**src/rtl/load_store_unit.sv**
```systemverilog
// Load/store unit: bridges single core load/store requests onto a word-wide,
// single-cycle data memory. Sub-word stores are done as read-modify-write.
//
// state | meaning
// ------+-------------------------------------------------------------
// IDLE  | ready for a request; req_* captured on accept
// READ  | mem_read high; load lane extracted, or RMW word fetched
// WRITE | mem_write high; full word (SW or merged SB/SH) driven out
// RESP  | resp_valid pulse with resp_err / resp_rdata; back to IDLE

module load_store_unit #(
    parameter int AW   = 32,
    parameter int DW   = 32,
    parameter int BASE = 'h1000,
    parameter int SIZE = 1024
) (
    input  logic          clk,
    input  logic          rst,
    input  logic          req_valid,
    output logic          req_ready,
    input  logic          req_write,
    input  logic [2:0]    req_funct3,
    input  logic [AW-1:0] req_addr,
    input  logic [DW-1:0] req_wdata,
    output logic          resp_valid,
    output logic [DW-1:0] resp_rdata,
    output logic          resp_err,
    output logic [AW-1:0] mem_address,
    output logic          mem_read,
    output logic          mem_write,
    output logic [DW-1:0] mem_wdata,
    input  logic [DW-1:0] mem_rdata
);

    localparam logic [AW-1:0] BASE_A = AW'(BASE);
    localparam logic [AW-1:0] LAST_A = AW'(BASE + SIZE - 4);

    typedef enum logic [1:0] {IDLE, READ, WRITE, RESP} state_t;

    state_t        state;
    logic [AW-1:0] addr_q;
    logic [2:0]    funct3_q;
    logic          write_q;
    logic [DW-1:0] wdata_q;
    logic [DW-1:0] word_q;
    logic [DW-1:0] rdata_q;
    logic          err_q;

    logic          f3_legal;
    logic          misaligned;
    logic          in_range;
    logic [AW-1:0] req_word_addr;
    logic          req_err;
    logic [DW-1:0] load_val;
    logic [DW-1:0] lane_byte;
    logic [15:0]   lane_half;
    logic [DW-1:0] merged;

    // Classify the incoming request so errors can bypass memory entirely.
    always_comb begin
        f3_legal      = 1'b0;
        req_word_addr = {req_addr[AW-1:2], 2'b00};
        if (req_write)
            f3_legal = (req_funct3 == 3'b000) || (req_funct3 == 3'b001) ||
                       (req_funct3 == 3'b010);
        else
            f3_legal = (req_funct3 == 3'b000) || (req_funct3 == 3'b001) ||
                       (req_funct3 == 3'b010) || (req_funct3 == 3'b100) ||
                       (req_funct3 == 3'b101);
        misaligned = ((req_funct3[1:0] == 2'b01) && req_addr[0]) ||
                     ((req_funct3[1:0] == 2'b10) && (req_addr[1:0] != 2'b00));
        in_range   = (req_word_addr >= BASE_A) && (req_word_addr <= LAST_A);
        req_err    = !f3_legal || misaligned || !in_range;
    end

    // Pick the addressed lane of the fetched word and extend it.
    always_comb begin
        lane_byte = mem_rdata >> {addr_q[1:0], 3'b000};
        lane_half = addr_q[1] ? mem_rdata[31:16] : mem_rdata[15:0];
        case (funct3_q)
            3'b000:  load_val = {{24{lane_byte[7]}}, lane_byte[7:0]};
            3'b100:  load_val = {24'd0, lane_byte[7:0]};
            3'b001:  load_val = {{16{lane_half[15]}}, lane_half};
            3'b101:  load_val = {16'd0, lane_half};
            default: load_val = mem_rdata;
        endcase
    end

    // Merge store data into the fetched word; SW uses the store data directly.
    always_comb begin
        merged = word_q;
        if (funct3_q[1:0] == 2'b00) begin
            case (addr_q[1:0])
                2'b00:   merged[7:0]   = wdata_q[7:0];
                2'b01:   merged[15:8]  = wdata_q[7:0];
                2'b10:   merged[23:16] = wdata_q[7:0];
                default: merged[31:24] = wdata_q[7:0];
            endcase
        end else if (funct3_q[1:0] == 2'b01) begin
            if (addr_q[1])
                merged[31:16] = wdata_q[15:0];
            else
                merged[15:0]  = wdata_q[15:0];
        end
        mem_wdata = (funct3_q[1:0] == 2'b10) ? wdata_q : merged;
    end

    // Memory strobes and handshake are pure decodes of the state register.
    always_comb begin
        req_ready   = (state == IDLE);
        mem_read    = (state == READ);
        mem_write   = (state == WRITE);
        resp_valid  = (state == RESP);
        mem_address = (mem_read || mem_write) ? {addr_q[AW-1:2], 2'b00} : '0;
        resp_rdata  = rdata_q;
        resp_err    = err_q;
    end

    // Sequencer: capture on accept, walk the access, clear results after RESP.
    always_ff @(posedge clk) begin
        if (rst) begin
            state    <= IDLE;
            addr_q   <= '0;
            funct3_q <= '0;
            write_q  <= 1'b0;
            wdata_q  <= '0;
            word_q   <= '0;
            rdata_q  <= '0;
            err_q    <= 1'b0;
        end else begin
            case (state)
                IDLE: begin
                    if (req_valid) begin
                        addr_q   <= req_addr;
                        funct3_q <= req_funct3;
                        write_q  <= req_write;
                        wdata_q  <= req_wdata;
                        rdata_q  <= '0;
                        err_q    <= req_err;
                        if (req_err)
                            state <= RESP;
                        else if (req_write && (req_funct3[1:0] == 2'b10))
                            state <= WRITE;
                        else
                            state <= READ;
                    end
                end
                READ: begin
                    if (write_q) begin
                        word_q <= mem_rdata;
                        state  <= WRITE;
                    end else begin
                        rdata_q <= load_val;
                        state   <= RESP;
                    end
                end
                WRITE: begin
                    state <= RESP;
                end
                RESP: begin
                    rdata_q <= '0;
                    err_q   <= 1'b0;
                    state   <= IDLE;
                end
                default: state <= IDLE;
            endcase
        end
    end

endmodule

```
**config.mk**
```make
export PLATFORM = sky130hd
export DESIGN_NAME = load_store_unit
export DESIGN_NICKNAME = d
export VERILOG_FILES = /design/src/rtl/load_store_unit.sv
export SDC_FILE = /design/constraint.sdc
export NUM_CORES = 1
export LEC_CHECK = 0
export ABC_AREA = 1
export BUFFER_PORTS_ARGS = -buffer_cell sky130_fd_sc_hd__buf_2
export CAP_MARGIN = 20
export CORE_MARGIN = 8
export CORE_UTILIZATION = 47
export CTS_CLUSTER_SIZE = 12
export DETAILED_ROUTE_END_ITERATION = 10
export GPL_TIMING_DRIVEN = 1
export PLACE_DENSITY = 0.84
export SLEW_MARGIN = 30
export SYNTH_ARGS = -nofsm -noshare
export SYNTH_HDL_FRONTEND = slang
export SYNTH_SLANG_ARGS = --single-unit
export TNS_END_PERCENT = 20
```
**constraint.sdc**
```tcl
create_clock -name clk -period 1.9 [get_ports clk]
set_clock_uncertainty 0.2 [all_clocks]
set_input_delay 0.19 -clock clk [delete_from_list [all_inputs] [get_ports clk]]
set_output_delay 0.19 -clock clk [all_outputs]
set_load 0.03 [all_outputs]
```
==> metrics <==
power per cell area around 1200 mW/mm²; Placed Instance Area between 0.008 and 0.009 mm²; # H-tree levels 4; clk sinks about 140; worst vdd rail ir drop 0.000887 V; Synth async-reset ratio 0%; min cycle time layout around 2300 ps; Tcrit/Tclk final 119%; Worst Hold Slack 40.1 ps; crit-path max FO 8; fill count between 800 and 900; critical path required time roughly 1500 ps; Vias/cell 5.76; Initial DRC Count roughly 1100; IO Count 204; nets@finish 1433; met1 wire length between 9000 and 10000 µm; Design Area, Final 0.0107 mm²; clock root buffer clkbuf_16; synthesis-stage register bit count between 100 and 150; average wire per standard cell slightly below 20 µm; die area ~0.018 mm²; largest net degree at the start of global routing 79; metal3 WL 3670 µm; Slew Limit Fails 0; initial antenna violation count 3; Residual DRC 0; yosys warns 0; leak pwr around 5.0 nW; status finished with violations; global-route wire length before repair 43200 µm; Avg Cell Area, Syn around 6.7 µm²; synth cell count leaders nand2_1, nor2_1, dfxtp_1; Routed Antenna Nets 0; clock buffer depth 2; via count about 8800; DIE WIDTH approximately 140 µm; post-synth cell types 35; Final setup viols 67; Pwr Total about 0.013 W; uppermost layer routed met4; Clock transition at path regs 60 ps; Max-Cap Viols 0; Setup CP Type flop to output port; Port Buffers about 200; Mapped Cells 995; cts bufs inserted 17; sequential-to-total area share from yosys stat approximately two fifths; mapped cell area around 0.0067 mm²; number of global-route vias before repair between 8000 and 9000; post-DP HPWL between 15000 and 20000 µm; Final Hold Viols 0; grt ovf 0; DR WL met2 ~15000 µm; FP Rows 43; Core ar. 0.0139 mm²; Initial Util roughly half; RePlAce Congestion about 0.95; Post-synth top flop dfxtp_1; Setup WS post-layout -369 ps; Setup crit end kind output port; Layout area overhead 60.4%; gr usage total 29.7%; CTS tree done; CP startpoint kind flop; count leader, synth nand2_1; number of flops mapped to enable cells by yosys 0; ranking of synthesized cells by area dfxtp_1, nand2_1, nor2_1, o21ai_0, a21oi_1; Critical Path AT approximately 1900 ps; die height 135 µm; failing checks setup timing; Yosys top cell by area dfxtp_1; layout cell share with drive strength beyond 1 roughly a third; final core utilization between 70% and 80%; hold crit path type input pin to flop; achievable clock frequency 0.441 GHz; RSZ-0062 raised after global routing yes; area fraction of the dominant cell type after synthesis 40.4%; routed wire length between 30000 and 40000 µm; Pre-Repair DR Iteration Count 8; Worst-Skew Late Latency around 430 ps
-- area by class of cell --
type                       count  area (µm²)  area share, %
tap                          180         225           2.10
inverter                      98         387           3.60
antenna                        3        7.51         0.0699
multi-input combinational    707        3680           34.2
clock inverter                11         267           2.48
clock buffer                  20         467           4.35
sequential                   135        2720           25.3
timing repair buffer         367        2990           27.9
-- worst paths after layout --
check                       from        endpoint  slack [ps]  cells after the start
setup / recovery     funct3_q[1]   mem_wdata[20]        -370                      8
hold / removal               rst         write_q          40                      4
setup reg to reg     funct3_q[0]  resp_rdata[13]         -70                     11
hold reg to reg   resp_rdata[31]  resp_rdata[31]         260                      2
-- worst max-delay path, stage by stage (launching register included) --
cell	delay, ps
dfxtp_4	380
inv_6	90
nand2_8	60
o21ai_4	300
buf_4	180
a21oi_2	40
o21ai_1	80
nand2_1	130
buf_4	190
-- cell families (layout without fill, tap and decap cells) --
| kind of cell | count (synthesis) | count (layout) | synth area share, % |
|---|---|---|---|
| AND/OR/NAND/NOR | 457 | 459 | 28.4 |
| other | 1 | 5 | 0.0560 |
| buffers and inverters | 156 | 496 | 10.0 |
| AO/OA/AOI/OAI | 242 | 242 | 20.4 |
| flip-flops | 135 | 135 | 40.4 |
| adder cells (fa/ha/maj) | 4 | 4 | 0.748 |
-- through the flow --
stage,setup slack (ps),instances,TNS [ps]
2_1_floorplan,-208,996,-1720
3_3_place_gp,61.0,1356,0
3_5_place_dp,45.5,1356,0
4_1_cts,-231,1501,-8420
5_1_grt,-438,1521,-15820
6_report,-369,1521,-11940
-- per-layer routing --
metal	GRT usage, %	vias up
met5	0	-
met4	14.5	0
met3	9.76	202
met2	52.7	730
met1	31.0	3966
li1	-	3861
-- what timing repair did --
| action | in CTS | in global routing |
|---|---|---|
| hold buffers | 101 | 0 |
| setup endpoints to repair | 63 | 72 |
| hold endpoints to repair | 112 | 0 |
| pin swaps | 19 | 25 |
| cloned | 1 | 2 |
| buffers inserted | 12 | 15 |
| gates resized for setup | 154 | 76 |
-- flip-flops by register name (all words and copies together), names as in the netlist --
name / flops
wdata_q: 32
addr_q: 32
resp_err: 1
state: 2
resp_rdata: 32
funct3_q: 3
write_q: 1
word_q: 32
-- placed cells by master (no fill, tap or decap), types with 4 or more instances in the layout --
| cell type | count |
|---|---|
| buf_4 | 62 |
| inv_2 | 21 |
| nor2_1 | 177 |
| buf_2 | 139 |
| o21ai_1 | 16 |
| dlygate4sd3_1 | 101 |
| inv_1 | 71 |
| a21oi_2 | 21 |
| bufinv_16 | 8 |
| o221ai_2 | 4 |
| o211ai_1 | 10 |
| dfxtp_1 | 129 |
| nand3_1 | 34 |
| a21oi_1 | 64 |
| nor2_4 | 5 |
| nand2_8 | 5 |
| nand2_4 | 8 |
| a41oi_2 | 7 |
| clkbuf_16 | 17 |
| buf_12 | 8 |
| o21ai_0 | 106 |
| nand2_2 | 32 |
| buf_6 | 56 |
| o21ai_2 | 4 |
| nand2_1 | 191 |
-- report_power, final --
group | internal (W) | total (W) | leakage (nW) | switching, W
combinational | 0.00190 | 0.00496 | 3.51 | 0.00306
sequential | 0.00320 | 0.00346 | 1.11 | 0.000257
clock | 0.00283 | 0.00414 | 0.357 | 0.00131
total | 0.00793 | 0.0126 | 4.97 | 0.00462
(Power assumes the default switching activity.)
